[config.mk]
export PLATFORM = sky130hd
export DESIGN_NAME = urv_dm_wb_bridge
export DESIGN_NICKNAME = d
export VERILOG_FILES = /design/src/rtl/urv_dm_wb_bridge.sv
export SDC_FILE = /design/constraint.sdc
export NUM_CORES = 1
export LEC_CHECK = 0
export BUFFER_PORTS_ARGS = -buffer_cell sky130_fd_sc_hd__buf_2
export CORE_UTILIZATION = 44
export DETAILED_ROUTE_END_ITERATION = 10
export PLACE_DENSITY = 0.79
export SYNTH_ARGS = -nofsm -noshare
export SYNTH_HDL_FRONTEND = slang
export SYNTH_SLANG_ARGS = --single-unit
[constraint.sdc]
create_clock -name clk_i -period 2.3 [get_ports clk_i]
set_input_delay 0.345 -clock clk_i [delete_from_list [all_inputs] [get_ports clk_i]]
set_output_delay 0.345 -clock clk_i [all_outputs]
set_load 0.05 [all_outputs]
[src/rtl/urv_dm_wb_bridge.sv]
// Bridge from the uRV data-memory port to a pipelined Wishbone B4 master.
// Optional bus-cycle timeout is compiled in when URV_DM_TIMEOUT_EN is defined.
module urv_dm_wb_bridge #(
  parameter int g_timeout = 255
) (
  input  logic        clk_i,
  input  logic        rst_n_i,
  input  logic [31:0] dm_addr_i,
  input  logic [31:0] dm_data_s_i,
  input  logic [3:0]  dm_data_select_i,
  input  logic        dm_load_i,
  input  logic        dm_store_i,
  output logic        dm_ready_o,
  output logic [31:0] dm_data_l_o,
  output logic        dm_load_done_o,
  output logic        dm_store_done_o,
  output logic        dm_error_o,
  output logic [31:0] wb_adr_o,
  output logic [31:0] wb_dat_o,
  input  logic [31:0] wb_dat_i,
  output logic [3:0]  wb_sel_o,
  output logic        wb_we_o,
  output logic        wb_cyc_o,
  output logic        wb_stb_o,
  input  logic        wb_stall_i,
  input  logic        wb_ack_i,
  input  logic        wb_err_i
);

  localparam logic [1:0] ST_IDLE     = 2'd0;
  localparam logic [1:0] ST_STROBE   = 2'd1;
  localparam logic [1:0] ST_WAIT_ACK = 2'd2;

  if (g_timeout < 1 || g_timeout > 65535) begin : g_bad_timeout
    $error("g_timeout must be in 1..65535");
  end

  logic [1:0]  state_q, state_d;
  logic [31:0] adr_q, adr_d;
  logic [31:0] dat_q, dat_d;
  logic [31:0] data_l_q, data_l_d;
  logic [3:0]  sel_q, sel_d;
  logic        we_q, we_d;
  logic        load_done_q, load_done_d;
  logic        store_done_q, store_done_d;
  logic        error_q, error_d;
  logic        timeout;

  // The byte offset is dropped: the bus always carries word addresses.
  logic unused_addr_bits;
  assign unused_addr_bits = ^dm_addr_i[1:0];

`ifdef URV_DM_TIMEOUT_EN
  localparam logic [15:0] TIMEOUT_LIMIT = 16'(g_timeout);
  logic [15:0] cnt_q, cnt_d;
  // Fires on the edge where the busy-cycle count would reach the limit.
  assign timeout = (cnt_q + 16'd1) == TIMEOUT_LIMIT;
`else
  assign timeout = 1'b0;
`endif

  always_comb begin
    state_d      = state_q;
    adr_d        = adr_q;
    dat_d        = dat_q;
    data_l_d     = data_l_q;
    sel_d        = sel_q;
    we_d         = we_q;
    load_done_d  = 1'b0;
    store_done_d = 1'b0;
    error_d      = 1'b0;
`ifdef URV_DM_TIMEOUT_EN
    cnt_d        = cnt_q;
`endif
    case (state_q)
      ST_IDLE: begin
        // A simultaneous load and store resolves to the load.
        if (dm_load_i || dm_store_i) begin
          state_d = ST_STROBE;
          adr_d   = {dm_addr_i[31:2], 2'b00};
          dat_d   = dm_data_s_i;
          we_d    = ~dm_load_i;
          sel_d   = dm_load_i ? 4'b1111 : dm_data_select_i;
`ifdef URV_DM_TIMEOUT_EN
          cnt_d   = 16'd0;
`endif
        end
      end
      ST_STROBE, ST_WAIT_ACK: begin
`ifdef URV_DM_TIMEOUT_EN
        cnt_d = cnt_q + 16'd1;
`endif
        if (wb_err_i || timeout) begin
          state_d      = ST_IDLE;
          error_d      = 1'b1;
          load_done_d  = ~we_q;
          store_done_d = we_q;
          if (!we_q) data_l_d = 32'h0;
        end else if (wb_ack_i) begin
          state_d      = ST_IDLE;
          load_done_d  = ~we_q;
          store_done_d = we_q;
          if (!we_q) data_l_d = wb_dat_i;
        end else if (state_q == ST_STROBE && !wb_stall_i) begin
          state_d = ST_WAIT_ACK;
        end
      end
      default: state_d = ST_IDLE;
    endcase
  end

  always_ff @(posedge clk_i) begin
    if (!rst_n_i) begin
      state_q      <= ST_IDLE;
      adr_q        <= 32'h0;
      dat_q        <= 32'h0;
      data_l_q     <= 32'h0;
      sel_q        <= 4'h0;
      we_q         <= 1'b0;
      load_done_q  <= 1'b0;
      store_done_q <= 1'b0;
      error_q      <= 1'b0;
`ifdef URV_DM_TIMEOUT_EN
      cnt_q        <= 16'd0;
`endif
    end else begin
      state_q      <= state_d;
      adr_q        <= adr_d;
      dat_q        <= dat_d;
      data_l_q     <= data_l_d;
      sel_q        <= sel_d;
      we_q         <= we_d;
      load_done_q  <= load_done_d;
      store_done_q <= store_done_d;
      error_q      <= error_d;
`ifdef URV_DM_TIMEOUT_EN
      cnt_q        <= cnt_d;
`endif
    end
  end

  // All outputs are pure register decodes; nothing flows straight from inputs.
  assign dm_ready_o      = (state_q == ST_IDLE);
  assign wb_cyc_o        = (state_q != ST_IDLE);
  assign wb_stb_o        = (state_q == ST_STROBE);
  assign wb_adr_o        = adr_q;
  assign wb_dat_o        = dat_q;
  assign wb_sel_o        = sel_q;
  assign wb_we_o         = we_q;
  assign dm_data_l_o     = data_l_q;
  assign dm_load_done_o  = load_done_q;
  assign dm_store_done_o = store_done_q;
  assign dm_error_o      = error_q;

endmodule

Word level (Yosys, flattened, before mapping)
Index checks and enable logic that the tools add are counted.

operators by class
  equality and inequality tests = 4
  multiplexer cells = 15
  bitwise operators = 2
  reduce and logical (&&, ||, !) cells = 11

operators with widths
  kind                                                    count
  2-to-1 mux 32 bit                                       4
  2-to-1 mux 2 bit                                        4
  AND reduction 2 bit                                     3
  2-to-1 mux 1 bit                                        5
  2-to-1 mux 4 bit                                        1
  inequality test 4 bit (second input constant)           1
  case mux 2 bit (2 select lines)                         1
  nonzero test 2 bit                                      2
  AND reduction 3 bit                                     1
  == test 2 x 1 -> 1 bit (second input constant)          1
  == test 2 bit (second input constant)                   1
  logical NOT 2 bit                                       1
  inequality test 2 x 1 -> 1 bit (second input constant)  1
  NOT 1 bit                                               2
  OR reduction 2 bit                                      1
  logical AND 1 bit                                       1
  logical NOT 1 bit                                       1
  logical OR 1 bit                                        1

word-level totals
  flip-flop bits (word level) = 104
  bits of input ports = 107
  output and inout bits = 107
  word-level logic and storage cells = 41

Longest topological paths before layout
Gate-level depths: netlist of the first run.

  depth after elaboration = 6
  gate-level depth with buffers = 7
  gate-level depth less buffers = 5

Worst setup path before layout of the first run
Ideal clock, no wire load.

  path kind = reg2reg
  start = register state_q[1]
  end = register state_q[0]
  library setup time = 0.072 ns
  arrival = 1.693 ns
  setup slack = 0.535 ns
  cell stages (with the launch flop) = 6
  path buffers = 0
  cells stage by stage = dfxtp_1 inv_1 ha_1 mux2_2 a22oi_1 mux2i_1

between the ends
  cells in the longest elaborated chain, start to end = 4
  elaborated cells between the ends (all ways) = 9
  classes of those cells = eq/ne (4); mux (1); reduce/logical (4)

RTL lines
  what                                                     line     RTL
  start, declared                                          38       logic [1:0] state_q, state_d;
  start signal, assigned                                   127      state_q <= state_d;
  == test 2 x 1 -> 1 bit (*)                               n/a
  named net wb_stb_o                                       24       output logic wb_stb_o,
  OR reduction 2 bit or logical AND 1 bit (tied branches)  75, 104
  inequality test 4 bit (no line)                          n/a
  AND reduction 2 bit (no line)                            n/a

Mark *: on every way through the listed nets, which the timed path passes. The rest lies on a longest branch.
A chain may end at the register's enable or synchronous reset.

Worst setup path after layout of the first run
  start = register state_q[0]
  end = register dat_q[17], in the netlist wb_dat_o[17]

between the ends
  cells in the longest elaborated chain, start to end = 2

RTL lines
  what                           line  RTL
  logical NOT 2 bit              75    case (state_q)
  AND reduction 2 bit (no line)  n/a
  end signal, assigned           129   dat_q <= dat_d;
  end, declared                  40    logic [31:0] dat_q, dat_d;

No other way between the ends.

==> results of run 1 <==
[cell type report]
| cell class | instances | area, um^2 | area share |
|---|---|---|---|
| clock buffers | 9 | 124 | 0.0243 |
| clock inverters | 7 | 78.8 | 0.0154 |
| repair buffers | 215 | 1130 | 0.221 |
| flip-flops and latches | 104 | 2080 | 0.408 |
| well taps | 105 | 131 | 0.0257 |
| multi-input cells | 258 | 1550 | 0.303 |
| inverters | 4 | 15.0 | 0.00294 |
[placed cells by master, fill, tap and decap left out, drive strengths merged, types with 2 or more instances in the layout]
cell type / netlist / layout
mux2i: 2 / 2
nand2: 128 / 128
buf: 23 / 215
nor2: 8 / 8
clkinvlp: 0 / 2
conb: 1 / 2
nor3: 4 / 4
a21boi: 62 / 62
dfxtp: 104 / 104
clkinv: 0 / 2
nor3b: 5 / 5
inv: 4 / 6
ha: 5 / 5
clkbuf: 8 / 9
a22o: 32 / 32
[worst max path at each step]
stage                     cells past startpoint            to  slack (ns)       start
after floorplan                               5    state_q[0]        0.53  state_q[1]
after global placement                        5   wb_dat_o[8]        0.48   dm_load_i
after detailed placement                      5  wb_dat_o[17]        0.40   dm_load_i
after CTS                                     6  wb_dat_o[17]        0.42  state_q[0]
after global routing                          6  wb_dat_o[17]        0.29  state_q[0]
final                                         6  wb_dat_o[17]        0.42  state_q[0]
[logic make-up after synthesis]
kind of cell	after synthesis	share of synthesized area
buf+inv	35	0.0623
fa+ha+maj	5	0.0162
simple gates	149	0.158
compound gates	99	0.214
flops	104	0.540
mux	3	0.00811
other cells	1	0.000972
[power by group through the flow]
stage | Clock [mW] | Combinational, mW | Sequential (mW)
after floorplan | 0 | 0.445 | 2.56
after global placement | 0 | 1.23 | 2.05
after detailed placement | 0 | 1.25 | 2.06
after CTS | 1.19 | 1.25 | 2.02
after global routing | 1.27 | 1.33 | 2.04
final | 1.15 | 1.24 | 2.02
[cells in the mapped netlist, drive strengths merged, types with 2 or more instances]
cell,instances
buf,23
nor3b,5
clkbuf,8
a22o,32
dfxtp,104
inv,4
a21boi,62
ha,5
nor2,8
nor3,4
mux2i,2
nand2,128
[worst max-delay path, cell delays in order, from the launching register on]
cell	delay, ns
dfxtp_1	0.35
inv_1	0.11
ha_1	0.33
o21a_2	0.49
buf_12	0.24
nand2_1	0.07
a21boi_0	0.18
[per-layer routing]
layer	global-route usage	routed length, um
met1	0.224	3840
met2	0.351	4660
met3	0.0510	608
met4	0.0721	105
met5	0	0
[sequential cells by signal (all words and copies together) (netlist names)]
register,cells
dm_store_done_o,1
dm_data_l_o,32
dm_error_o,1
dm_load_done_o,1
wb_we_o,1
state_q,2
wb_dat_o,32
wb_adr_o,30
wb_sel_o,4
[per-stage QoR]
stage | hold slack (ns) | instances | area (um^2)
final | 0.186 | 702 | 5110
after floorplan | 0.460 | 397 | 3860
after global routing | 0.161 | 702 | 5110
after CTS | 0.166 | 702 | 5110
after global placement | 0.438 | 686 | 4900
after detailed placement | 0.443 | 686 | 4900
==> flow_metrics.py, run 1 <==
metrics = {
    "outcome": {
        "status": "completed",
    },
    "placement": {
        "gp_congestion": 0.711,
        "io_buffers": 209,
        "dp_hpwl_um": 6700,
        "dp_slack_ns": 0.397,
    },
    "clocking": {
        "cts_buffers": 9,
        "cts.htree.levels": 3,
        "clk_pin_slew_ns": 0.10,
        "clock-sinks": 104,
        "post_cts_buffers": 0,
        "clk_latency_ns": 0.35,
        "cts_root_buf": "clkbuf_8",
        "cts_tree": "yes",
        "hold_buffers": 0,
        "post_cts_resized": 0,
        "ctsLongestPathBuffers": 2,
    },
    "synth": {
        "synth-edff-count": 0,
        "seq_area_frac_synth": 0.540,
        "syn-cell-area_um2": 3860,
        "postSynth.asyncResetShare": 0,
        "yosysTopAreaCellShare": 0.540,
        "synth-main-ff-cell": "dfxtp_1",
        "synth_seq_cells": 104,
        "netlist_instances": 396,
        "syn_area_per_cell_um2": 9.74,
        "ys_warn_count": 0,
        "synth_area_leaders": "dfxtp_1, nand2_1, a21boi_0, a22o_1, a21boi_1",
        "synth_top_cell_by_area": "dfxtp_1",
        "yosysUniqueCellTypes": 30,
    },
    "setup_path": {
        "cp.arrival_ns": 2.15,
        "r2r-end": "wb_dat_o[17]",
        "worstReg2RegStart": "state_q[0]",
        "crit_type": "flop to flop",
        "startpoint_type": "flop",
        "ff2ff_path_depth": 6,
        "required_ns": 2.57,
        "worst-path-max-fanout": 31,
        "ff2ff_setup_slack_ns": 0.42,
        "end_kind": "flop",
    },
    "routing": {
        "wl_um": 9220,
        "drc": 0,
        "drt_iter0_drc": 116,
        "vias": 3373,
        "wl_per_cell_um": 13.1,
        "avgViaCountPerCell": 4.80,
        "drtPass1Iterations": 5,
        "antenna_left": 0,
    },
    "cells_and_area": {
        "area_growth_pct": 32.4,
        "layout-drive-gt1-share": 0.407,
        "fin_nets": 704,
        "antenna_cells": 0,
        "fin_util": 0.612,
        "n_fill_cell": 741,
    },
    "die": {
        "fp.dieH_um": 95.6,
        "rows": 33,
        "core-area_um2": 8340,
        "die_w_um": 95.6,
        "start_util": 0.462,
        "io_pins": 214,
        "die_area_um2": 9150,
    },
    "global_routing": {
        "globalRouteOverflowTotal": 0,
        "grt_pass1_vias": 3039,
        "grt_max_degree": 61,
        "grt_pass1_wl_um": 13800,
        "grt_antenna_before_repair": 0,
        "grtUsageTotal": 0.196,
    },
    "timing": {
        "tightest_slew_ns": 0.943,
        "report.final.slew_viol_count": 0,
        "setup_violations": 0,
        "rsz0062_at_grt": "false",
        "max_freq_mhz": 532,
        "finalClockSkew_ns": 0.0102,
        "setup_tns_ns": 0,
        "hold_violations": 0,
        "period_share": 0.817,
        "slew_headroom": 0.369,
        "setup_slack_ns": 0.421,
        "fin_crit_ns": 1.88,
    },
    "flow_run": {
        "cap_violations": 0,
    },
    "hold_path": {
        "hold_depth": 2,
        "hp-class": "input port to flop",
        "min_from": "wb_dat_i[13]",
        "holdPathEnd": "dm_data_l_o[13]",
    },
    "power": {
        "powerDensity_nw_per_um2": 863,
        "p_seq_frac": 0.458,
        "ir_worst_vdd_mv": 0.361,
        "pwr-share-comb": 0.282,
        "power_mw": 4.41,
        "sw_frac_of_total": 0.365,
        "p_switching_mw": 1.61,
        "p_leak_nw": 2.57,
        "clkPwrFrac": 0.261,
        "p_int_mw": 2.80,
    },
}
No activity file was read; power rests on OpenSTA's default activity.
==> run 2, diff against run 1 <==
Clock period 2.3 ns to 1.8 ns, I/O delays scaled along.
==> run 2 against run 1 <==
  * Largest cell class unchanged
  * Critical path type unchanged
  * Sequential share of layout area down 0.58 points
  * Sequential power up 28%
  * Critical path depth down 1
  * Power up 30%
==> flow_metrics.py, run 2 (synthesis results as in run 1) <==
metrics = {
    "clocking": {
        "ctsLongestPathBuffers": 2,
        "cts_tree": "yes",
        "clk_latency_ns": 0.37,
        "cts_buffers": 9,
        "clock-sinks": 104,
        "hold_buffers": 0,
        "cts_root_buf": "clkbuf_8",
        "post_cts_buffers": 0,
        "clk_pin_slew_ns": 0.11,
        "cts.htree.levels": 3,
    },
    "placement": {
        "dp_hpwl_um": 7110,
        "io_buffers": 209,
        "gp_congestion": 0.744,
        "dp_slack_ns": -0.00391,
    },
    "setup_path": {
        "crit_top_cell": "inv_1",
        "end_kind": "flop",
        "crit_family": "compound AO/OA/AOI/OAI gates",
        "crit_slowest_cell": "o31a_4",
        "ff2ff_setup_slack_ns": 0.08,
        "r2r-end": "dm_data_l_o[16]",
        "crit_type": "flop to flop",
        "ff2ff_path_depth": 5,
        "cpPeakStageDelay_ns": 0.42,
        "crit_buf_inv": 2,
        "worst-path-max-fanout": 32,
        "required_ns": 2.05,
        "cp.arrival_ns": 1.97,
        "startpoint_type": "flop",
        "worstReg2RegStart": "state_q[1]",
        "crit_chain": "inv_1, ha_2, inv_1, o31a_4, a22o_1",
    },
    "flow_run": {
        "cap_violations": 0,
    },
    "routing": {
        "wl_per_cell_um": 13.7,
        "wl_um": 9660,
        "drc": 0,
        "drtPass1Iterations": 4,
        "avgViaCountPerCell": 4.84,
        "vias": 3419,
        "drt_iter0_drc": 71,
        "antenna_left": 0,
    },
    "cells_and_area": {
        "antenna_cells": 0,
        "n_fill_cell": 745,
        "final_cell_mix": "buf_2, nand2_1, dfxtp_1",
        "layout-drive-gt1-share": 0.414,
        "fin_nets": 708,
        "area_growth_pct": 34.3,
        "final_common_cell": "buf_2",
    },
    "global_routing": {
        "grt_max_degree": 61,
        "grtUsageMet1": 0.242,
        "grt_antenna_before_repair": 1,
        "use_met2": 0.365,
        "grt_pass1_wl_um": 14700,
        "top_usage_layer": "met2",
        "globalRouteOverflowTotal": 0,
        "grt_pass1_vias": 3173,
        "use_met3": 0.0670,
        "grtUsageTotal": 0.211,
    },
    "power": {
        "p_leak_nw": 2.61,
        "pwr-share-comb": 0.285,
        "p_switching_mw": 2.11,
        "p_seq_frac": 0.450,
        "sw_frac_of_total": 0.368,
        "powerDensity_nw_per_um2": 1110,
        "clkPwrFrac": 0.266,
        "p_int_mw": 3.62,
        "ir_worst_vdd_mv": 0.515,
    },
    "die": {
        "core-area_um2": 8340,
        "die_w_um": 95.6,
        "io_pins": 214,
        "start_util": 0.462,
        "rows": 33,
        "fp.dieH_um": 95.6,
        "die_area_um2": 9150,
    },
    "timing": {
        "setup_slack_ns": 0.0833,
        "rsz0062_at_grt": "false",
        "hold_violations": 0,
        "finalClockSkew_ns": 0.0104,
        "hold-worst-slack_ns": 0.103,
        "slew_headroom": 0.573,
        "setup_tns_ns": 0,
        "report.final.slew_viol_count": 0,
        "setup_violations": 0,
        "period_share": 0.954,
        "fin_crit_ns": 1.72,
        "tightest_slew_ns": 0.639,
        "max_freq_mhz": 583,
    },
    "hold_path": {
        "hp-class": "input port to flop",
        "holdPathEnd": "dm_data_l_o[12]",
        "hold_depth": 2,
        "min_from": "wb_dat_i[12]",
    },
    "outcome": {
        "status": "completed",
    },
}
run 2: cell types whose count changed in the layout (fill, tap and decap cells not counted), moves of 2 or more:
cell        delta
buf_2          -2
buf_12         +2
clkinv_4       +2
clkinvlp_4     -2
buf_4          +2
run 2: what timing repair did:
item	in CTS	in global routing
endpoints found under the setup margin	6	29
resized for setup	1	4
pin swaps	1	0
endpoints found under the hold margin	0	0
run 2: metal layers:
metal,part of all wire,up-vias
met5,0,-
met4,0.019,0
met3,0.070,13
met2,0.50,118
met1,0.41,1573
li1,-,1715
run 2: layout make-up:
| type | count | area (um^2) | area share |
|---|---|---|---|
| flip-flops and latches | 104 | 2080 | 0.402 |
| multi-input cells | 258 | 1550 | 0.299 |
| repair buffers | 219 | 1190 | 0.230 |
| well taps | 105 | 131 | 0.0254 |
| clock buffers | 9 | 124 | 0.0239 |
| clock inverters | 7 | 87.6 | 0.0169 |
| inverters | 4 | 15.0 | 0.00290 |
run 2: worst max path at each step:
stage	start	end	slack, ns	depth (start not counted)
after floorplan	state_q[1]	state_q[0]	0.03	5
after global placement	state_q[1]	dm_data_l_o[29]	0.09	5
after detailed placement	state_q[1]	dm_data_l_o[29]	-0.004	5
after CTS	state_q[1]	wb_cyc_o	0.0004	5
after global routing	state_q[1]	dm_data_l_o[16]	0.01	6
final	state_q[1]	dm_data_l_o[16]	0.08	5
run 2: worst reg2reg max path: stages (launching register included):
cell,delay (ns)
dfxtp_2,0.37
inv_1,0.09
ha_2,0.37
inv_1,0.06
o31a_4,0.42
a22o_1,0.31
run 2: metrics by stage:
step	instance area, um^2	cells	util	power, mW
final	5180	706	0.621	5.73
after global placement	4960	690	0.595	4.22
after detailed placement	4960	690	0.595	4.27
after global routing	5180	706	0.621	6.03
after CTS	5170	706	0.620	5.78
after floorplan	3860	397	-	3.84
run 2: power groups by stage:
| stage | registers, mW | logic, mW | clock network, mW |
|---|---|---|---|
| floorplan | 3.27 | 0.569 | 0 |
| CTS | 2.58 | 1.64 | 1.56 |
| finish | 2.58 | 1.63 | 1.52 |
| global placement | 2.62 | 1.60 | 0 |
| global route | 2.60 | 1.75 | 1.68 |
| detailed placement | 2.63 | 1.63 | 0 |
==> run 3, diff against run 2 <==
Settings changed: CORE_ASPECT_RATIO set to 0.7.
==> run 3 against run 2 <==
  * Sequential cell count unchanged
  * Power increased by 9.1%
  * Combinational power hardly changed
  * Non-clock buffer count is 1 higher
  * Critical path depth rose by 1
  * Clock skew shrank 0.0038 ns
  * Global-route usage is 0.85 points lower
  * Register-to-register slack about the same
  * Sequential power hardly changed
  * First-iteration DRC count up 150%
  * Clock power grew 34%
  * Wire length is 1.5% lower
==> flow_metrics.py, run 3 (synthesis results as in run 1) <==
metrics = {
    "outcome": {
        "status": "completed",
    },
    "routing": {
        "drt_iter0_drc": 175,
        "drtPass1Iterations": 4,
        "antenna_left": 0,
        "vias": 3472,
        "avgViaCountPerCell": 4.82,
        "drc": 0,
        "wl_um": 9510,
        "wl_per_cell_um": 13.2,
    },
    "clocking": {
        "cts.htree.levels": 3,
        "clock-sinks": 104,
        "cts_buffers": 9,
        "ctsLongestPathBuffers": 2,
        "clk_latency_ns": 0.34,
        "cts_root_buf": "clkbuf_16",
        "clk_pin_slew_ns": 0.06,
        "cts_tree": "yes",
        "post_cts_buffers": 0,
    },
    "cells_and_area": {
        "fin_nets": 710,
        "finalInstanceArea_um2": 5320,
        "area_growth_pct": 38.0,
        "antenna_cells": 0,
        "n_fill_cell": 733,
        "final_cell_mix": "buf_2, nand2_1, dfxtp_1",
        "final_common_cell": "buf_2",
        "fin_util": 0.628,
        "seq_area_um2": 2080,
        "final_cells": 721,
        "multi_input_area_um2": 1570,
        "layout-drive-gt1-share": 0.411,
    },
    "die": {
        "die_w_um": 114,
        "core-area_um2": 8480,
        "rows": 28,
        "io_pins": 214,
        "start_util": 0.455,
        "fp.dieH_um": 80.3,
        "die_area_um2": 9150,
    },
    "global_routing": {
        "grt_antenna_before_repair": 0,
        "grt_max_degree": 45,
        "grtUsageTotal": 0.202,
        "grt_pass1_vias": 3171,
        "grt_pass1_wl_um": 14500,
        "globalRouteOverflowTotal": 0,
    },
    "timing": {
        "fin_crit_ns": 1.71,
        "max_freq_mhz": 586,
        "finalClockSkew_ns": 0.00653,
        "tightest_slew_ns": 0.506,
        "setup_violations": 0,
        "report.final.slew_viol_count": 0,
        "hold_violations": 0,
        "period_share": 0.948,
        "setup_tns_ns": 0,
        "slew_headroom": 0.661,
    },
    "setup_path": {
        "crit_type": "flop to flop",
        "worstReg2RegStart": "state_q[1]",
        "crit_chain": "inv_1, ha_4, nand3b_1, nor3b_4, clkbuf_16, a22o_1",
        "startpoint_type": "flop",
        "cpPeakStageDelay_ns": 0.38,
        "ff2ff_path_depth": 6,
        "cp.arrival_ns": 1.99,
        "worst-path-max-fanout": 16,
        "crit_slowest_cell": "dfxtp_1",
        "end_kind": "flop",
        "ff2ff_setup_slack_ns": 0.09,
        "r2r-end": "dm_data_l_o[22]",
        "required_ns": 2.08,
    },
    "power": {
        "ir_worst_vdd_mv": 0.804,
        "powerDensity_nw_per_um2": 1170,
        "p_leak_nw": 2.66,
        "power_mw": 6.25,
    },
    "placement": {
        "gp_congestion": 0.768,
        "io_buffers": 209,
        "dp_hpwl_um": 6890,
        "placed_area_um2": 4960,
        "dp.cells": 705,
    },
    "hold_path": {
        "hp-class": "input port to flop",
        "hold_depth": 2,
        "holdPathEnd": "dm_data_l_o[16]",
        "min_from": "wb_dat_i[16]",
    },
    "flow_run": {
        "cap_violations": 0,
    },
}
-- run 3: changes by cell type in the layout (fill, tap and decap cells not counted), sizes merged --
cell / previous run / this run
clkinv: 3 / 0
inv: 7 / 4
clkbuf: 10 / 12
buf: 218 / 219
bufinv: 1 / 2
clkinvlp: 0 / 1
o31a: 1 / 2
-- run 3: power breakdown --
| part | internal [mW] | switching [mW] |
|---|---|---|
| logic | 0.463 | 1.18 |
| clock network | 1.24 | 0.788 |
| registers | 2.49 | 0.0925 |
| total | 4.20 | 2.06 |
-- run 3: worst max-delay path by stage --
stage / from / to / depth (start not counted)
final: state_q[1] / dm_data_l_o[22] / 6
after global routing: state_q[1] / dm_data_l_o[22] / 6
after CTS: state_q[1] / dm_data_l_o[29] / 5
after detailed placement: state_q[1] / dm_data_l_o[29] / 5
after global placement: state_q[1] / dm_data_l_o[29] / 5
after floorplan: state_q[1] / state_q[0] / 5
-- run 3: critical path, delay by kind of cell (launching register included) --
family	cells	cell delay, ns
DFF	1	0.38
adders and majority gates	1	0.30
AOI/OAI and AO/OA	1	0.13
and+or+nand+nor	2	0.48
buffers and inverters	2	0.37
-- run 3: repair_timing --
item                       in CTS  in global routing
resized for setup               0                  1
hold buffers                    0                  0
hold endpoints to repair        0                  0
setup endpoints to repair       0                 35
-- run 3: through the flow --
stage | hold slack [ns] | worst slack [ns]
floorplan | 0.385 | 0.0347
global placement | 0.438 | 0.0792
detailed placement | 0.443 | 0.0287
CTS | 0.128 | 0.0217
global route | 0.131 | -0.0176
finish | 0.140 | 0.0937
-- run 3: cell type report --
class / instances / area share
multi-input cells: 259 / 0.295
flip-flops and latches: 104 / 0.391
clock buffers: 11 / 0.0456
repair buffers: 220 / 0.225
clock inverters: 3 / 0.0127
inverters: 4 / 0.00282
well taps: 120 / 0.0282
-- run 3: layer usage --
metal / vias to the layer above / routed length, um / share of wire / GRT usage
met5: - / 0 / 0 / 0
met4: 0 / 210 / 0.022 / 0.0896
met2: 144 / 4590 / 0.48 / 0.363
li1: 1722 / - / - / -
met3: 19 / 697 / 0.073 / 0.0672
met1: 1587 / 4010 / 0.42 / 0.219
